File: src/rtl/axis_sample_fifo.sv
// First-word-fall-through sample FIFO with drop-on-full overflow pulse.
// Optional saturating drop counter enabled by `AXIS_SAMPLE_FIFO_OVF_CNT_EN.
module axis_sample_fifo #(
    parameter int DATA_WIDTH = 32,
    parameter int DEPTH_LOG2 = 4
) (
    input  logic                  s_axis_aclk,
    input  logic                  s_axis_aresetn,
    input  logic                  s_axis_tvalid,
    input  logic [DATA_WIDTH-1:0] s_axis_tdata,
    output logic                  m_axis_tvalid,
    input  logic                  m_axis_tready,
    output logic [DATA_WIDTH-1:0] m_axis_tdata,
    output logic [DEPTH_LOG2:0]   fifo_level,
    output logic                  overflow,
    input  logic                  clr_overflow,
    output logic [15:0]           overflow_count
);

    localparam int DEPTH = 2 ** DEPTH_LOG2;
    localparam logic [DEPTH_LOG2:0] FULL_LEVEL = (DEPTH_LOG2 + 1)'(DEPTH);
    localparam logic [DEPTH_LOG2:0] ZERO_LEVEL = (DEPTH_LOG2 + 1)'(0);

    logic [DATA_WIDTH-1:0] mem_r [DEPTH];
    logic [DEPTH_LOG2-1:0] wr_ptr_r;
    logic [DEPTH_LOG2-1:0] rd_ptr_r;
    logic [DEPTH_LOG2:0]   level_r;
    logic [DEPTH_LOG2:0]   level_nxt_s;
    logic                  tvalid_r;
    logic                  overflow_r;
    logic                  rd_en_s;
    logic                  wr_en_s;
    logic                  drop_s;
    logic                  full_s;

    // Handshake decode: a read frees a slot, so a full FIFO still accepts a write alongside it.
    always_comb begin
        rd_en_s     = 1'b0;
        wr_en_s     = 1'b0;
        drop_s      = 1'b0;
        full_s      = 1'b0;
        level_nxt_s = level_r;
        full_s      = (level_r == FULL_LEVEL);
        rd_en_s     = tvalid_r & m_axis_tready;
        wr_en_s     = s_axis_tvalid & (~full_s | rd_en_s);
        drop_s      = s_axis_tvalid & full_s & ~rd_en_s;
        case ({wr_en_s, rd_en_s})
            2'b10:   level_nxt_s = level_r + (DEPTH_LOG2 + 1)'(1);
            2'b01:   level_nxt_s = level_r - (DEPTH_LOG2 + 1)'(1);
            default: level_nxt_s = level_r;
        endcase
    end

    // Pointers, occupancy, head-valid flag and overflow pulse.
    always_ff @(posedge s_axis_aclk or negedge s_axis_aresetn) begin
        if (!s_axis_aresetn) begin
            wr_ptr_r   <= '0;
            rd_ptr_r   <= '0;
            level_r    <= '0;
            tvalid_r   <= 1'b0;
            overflow_r <= 1'b0;
        end else begin
            if (wr_en_s) begin
                wr_ptr_r <= wr_ptr_r + DEPTH_LOG2'(1);
            end
            if (rd_en_s) begin
                rd_ptr_r <= rd_ptr_r + DEPTH_LOG2'(1);
            end
            level_r    <= level_nxt_s;
            tvalid_r   <= (level_nxt_s != ZERO_LEVEL);
            overflow_r <= drop_s;
        end
    end

    // Sample storage is deliberately left unreset; contents are only visible while valid.
    always_ff @(posedge s_axis_aclk) begin
        if (wr_en_s) begin
            mem_r[wr_ptr_r] <= s_axis_tdata;
        end
    end

`ifdef AXIS_SAMPLE_FIFO_OVF_CNT_EN
    logic [15:0] ovf_cnt_r;

    // Saturating drop counter; a clear wins over a coincident drop.
    always_ff @(posedge s_axis_aclk or negedge s_axis_aresetn) begin
        if (!s_axis_aresetn) begin
            ovf_cnt_r <= 16'h0000;
        end else if (clr_overflow) begin
            ovf_cnt_r <= 16'h0000;
        end else if (drop_s && (ovf_cnt_r != 16'hFFFF)) begin
            ovf_cnt_r <= ovf_cnt_r + 16'h0001;
        end
    end

    assign overflow_count = ovf_cnt_r;
`else
    logic clr_overflow_unused_s;

    assign clr_overflow_unused_s = clr_overflow;
    assign overflow_count        = 16'h0000;
`endif

    assign m_axis_tvalid = tvalid_r;
    assign m_axis_tdata  = mem_r[rd_ptr_r];
    assign fifo_level    = level_r;
    assign overflow      = overflow_r;

endmodule

File: config.mk
export PLATFORM = sky130hd
export DESIGN_NAME = axis_sample_fifo
export DESIGN_NICKNAME = d
export VERILOG_FILES = /design/src/rtl/axis_sample_fifo.sv
export SDC_FILE = /design/constraint.sdc
export NUM_CORES = 1
export LEC_CHECK = 0
export ABC_AREA = 1
export BUFFER_PORTS_ARGS = -buffer_cell sky130_fd_sc_hd__buf_4
export CAP_MARGIN = 25
export CELL_PAD_IN_SITES_DETAIL_PLACEMENT = 0
export CELL_PAD_IN_SITES_GLOBAL_PLACEMENT = 1
export CORE_ASPECT_RATIO = 2
export CORE_MARGIN = 2
export CORE_UTILIZATION = 25
export CTS_BUF_LIST = sky130_fd_sc_hd__clkbuf_2 sky130_fd_sc_hd__clkbuf_4 sky130_fd_sc_hd__clkbuf_8
export DETAILED_ROUTE_END_ITERATION = 10
export GPL_ROUTABILITY_DRIVEN = 0
export HOLD_SLACK_MARGIN = 0.03
export PLACE_DENSITY = 0.48
export SYNTH_ARGS = -nofsm -noshare
export SYNTH_HDL_FRONTEND = slang
export SYNTH_SLANG_ARGS = --single-unit
File: constraint.sdc
create_clock -name s_axis_aclk -period 5.5 [get_ports s_axis_aclk]
set_clock_uncertainty 0.2 [all_clocks]
set_input_delay 0.55 -clock s_axis_aclk [delete_from_list [all_inputs] [get_ports s_axis_aclk]]
set_output_delay 0.55 -clock s_axis_aclk [all_outputs]
set_load 0.005 [all_outputs]
==> run_results.csv <==
group,metric,value,unit
outcome,status,"complete, no violations",
pwr,ir_worst_vdd,0.000467,V
synth,yosysTopAreaCell,"edfxtp_1",
layout,final_cell_area,24800,µm²
clocking,cts_buffers,78,
worst_setup_path,crit_path_top_delay_cell,"dfrtp_4",
worst_setup_path,crit_end,"m_axis_tdata[25]",
pwr,p_leak,8.06,nW
route,postRouteAntennaNets,0,
route,drtIter0Drc,943,
worst_setup_path,rr_worst_depth,7,
worst_setup_path,cp-end-kind,"output port",
hold_path,hold_path.class,"input port to asynchronous set/reset pin",
worst_setup_path,worstPathRequired,4.75,ns
synth,synth.cell_area,21100,µm²
grt,grt_usage,13.8,%
synth,synth_cell_types,23,
worst_setup_path,crit_chain,"inv_8 -> buf_4 -> nor2_1 -> nor2_1 -> o21ai_0 -> o211ai_1 -> nand3_1 -> nand2_1 -> buf_4",
synth,ys_seq_elements,527,
clocking,root_buffer,"clkbuf_8",
layout,nets,1794,
layout,finalNonFillerCells,2873,
timing,finalMaxSlewViolations,0,
route,drc,0,
timing,final.setup.tns,0,ns
route,drt_wl_total,60200,µm
worst_setup_path,r2r_slack,2.15,ns
timing,tightest_slew,1.10,ns
timing,hold_violations,0,
synth,async_reset_ff_share,2.85,%
grt,antenna_found_initial,3,
route,route.vias.total,13162,
grt,grt_pass1_wl,88500,µm
worst_setup_path,timing.rr.start,"m_axis_tvalid",
timing,timing.fmax,232,MHz
floorplanning,ios,92,
route,drtPass1Iterations,5,
synth,netlist_instances,1631,
place,dpl_cell_area,22900,µm²
synth,yosysWarnings,0,
synth,synth_top_area_share,72.9,%
worst_setup_path,cp_max_fo,126,
grt,grt-ovfl-total,0,
clocking,htreeDepth,3,
worst_setup_path,cp_num_cells,9,
floorplanning,fp-row-count,150,
timing,grt_setup_unrepaired,"false",
clocking,cts_setup_buffers,0,
worst_setup_path,cp_num_buf_inv,3,
layout,drive_gt1_share,14.3,%
job,cap_viol_max_count,0,
worst_setup_path,critPathTopFamily,"buffers and inverters",
place,port-buffer-count,74,
timing,fin_crit_sh,78.2,%
floorplanning,fp.dieH,415,µm
floorplanning,start_util,25.3,%
route,wl_per_cell,20.9,µm
layout,post-route-util,29.7,%
clocking,clock_latency,0.65,ns
worst_setup_path,startpoint_type,"flop",
timing,final.min_clock_period,4.30,ns
worst_setup_path,slowest_delay,0.69,ns
layout,syn_to_final_growth,17.4,%
timing,whs,0.104,ns
synth,synth.most_common_cell,"edfxtp_1",
worst_setup_path,critical_path_class,"flop to output port",
synth,yosysSeqAreaShare,74.7,%
place,post-place-cells,2698,
synth,synth_edf_count,512,
floorplanning,coreArea,83500,µm²
worst_setup_path,worstReg2RegEnd,"mem_r[1][26]",
timing,finalSetupViolations,0,
worst_setup_path,startpoint,"rd_ptr_r[0]",
floorplanning,dieWidth,209,µm
grt,grt_max_degree,219,
grt,grt_pass1_vias,13388,
synth,synth_common_cells,"edfxtp_1, nor2_1, o21ai_0, o211ai_1, nand2_1",
clocking,clkTransAtPathRegs,0.06,ns
place,dpl.hpwl,32100,µm
worst_setup_path,cp.arrival,3.55,ns
route,viasPerCell,4.58,
synth,yosys-top-cells-area,"edfxtp_1, nor2_1, o21ai_0",
clocking,cts_buffer_depth,3,
clocking,tritoncts,"yes",
timing,slew_headroom,26.8,%
synth,syn_area_per_cell,12.9,µm²
pwr,powerDensity,511,nW/µm²
clocking,cts_sinks,527,
synth,yosys_most_used_dff,"edfxtp_1",
floorplanning,dieArea,86900,µm²
## area by class of cell
class / count / area (µm²)
sequential: 527 / 15800
multi-input combinational: 976 / 4800
clock buffer: 108 / 1320
timing repair buffer: 145 / 1250
antenna: 1 / 2.50
tap: 1064 / 1330
clock inverter: 31 / 221
fill: 8391 / 58800
inverter: 21 / 86.3
## kinds of logic (layout without fill, tap and decap cells)
kind of cell | after synthesis | count (layout) | share of synthesized area [%]
buf+inv | 143 | 305 | 3.43
flops | 527 | 527 | 74.7
other cells | 1 | 17 | 0.0178
xor+xnor | 7 | 7 | 0.291
compound gates | 414 | 414 | 11.3
fa+ha+maj | 8 | 8 | 0.475
simple gates | 531 | 531 | 9.78
## worst min-delay path by stage
stage	startpoint	end	slack [ns]	cells past startpoint
after detailed placement	s_axis_aresetn	fifo_level[1]	0.23	1
after global placement	s_axis_aresetn	fifo_level[1]	0.23	1
after global routing	s_axis_aresetn	fifo_level[1]	0.06	2
after CTS	s_axis_aresetn	fifo_level[1]	0.03	2
final	s_axis_aresetn	fifo_level[1]	0.10	2
after floorplan	s_axis_aresetn	fifo_level[0]	0.05	0
## metal layers
metal  vias to the layer above  share of wire [%]  wire length [µm]  GRT usage (%)
met5                         -              0.040                24              0
met1                      6643                 41             24800           16.2
met3                        88                3.4              2050           2.34
li1                       6163                  -                 -              -
met2                       264                 53             32000           25.5
met4                         4                2.2              1310           4.43
## sequential cells by signal, summed over array words and instances, names as in the netlist
register,cells
fifo_level,5
m_axis_tvalid,1
mem_r,512
overflow,1
rd_ptr_r,4
wr_ptr_r,4
## placed cells by master, fill, tap and decap left out, types with 6 or more instances in the layout
master           n
buf_4          105
clkbuf_4        27
clkbuf_8        81
clkinv_1        15
clkinv_2        10
conb_1          16
dfrtp_1         11
dlygate4sd3_1   35
edfxtp_1       512
ha_1             8
inv_1           18
nand2_1         72
nand3_1         47
nor2_1         391
nor2_4          16
o211ai_1       128
o21ai_0        242
o21ai_1         44
xor2_1           6
## where the power goes
part	internal (W)	switching (W)	total [W]
registers	0.00483	0.000294	0.00513
logic	0.00139	0.00292	0.00430
clock network	0.00169	0.00153	0.00322
total	0.00791	0.00474	0.0127
## timing repair
action,in CTS,in global routing
hold buffers,35,0
gates resized for setup,0,0
hold endpoints to repair,530,0
## through the flow
step	setup WS, ns	power [W]
2_1_floorplan	2.23	0.00774
3_3_place_gp	1.81	0.00959
3_5_place_dp	1.78	0.00965
4_1_cts	1.07	0.0129
5_1_grt	0.934	0.0135
6_report	1.20	0.0127
## worst reg2reg max path, delay by kind of cell (launching register included)
family	cells	cell delay (ns)
flops	1	0.35
simple gates	5	1.81
buf+inv	2	0.66
Note: power is estimated with default switching activity, not from simulation.
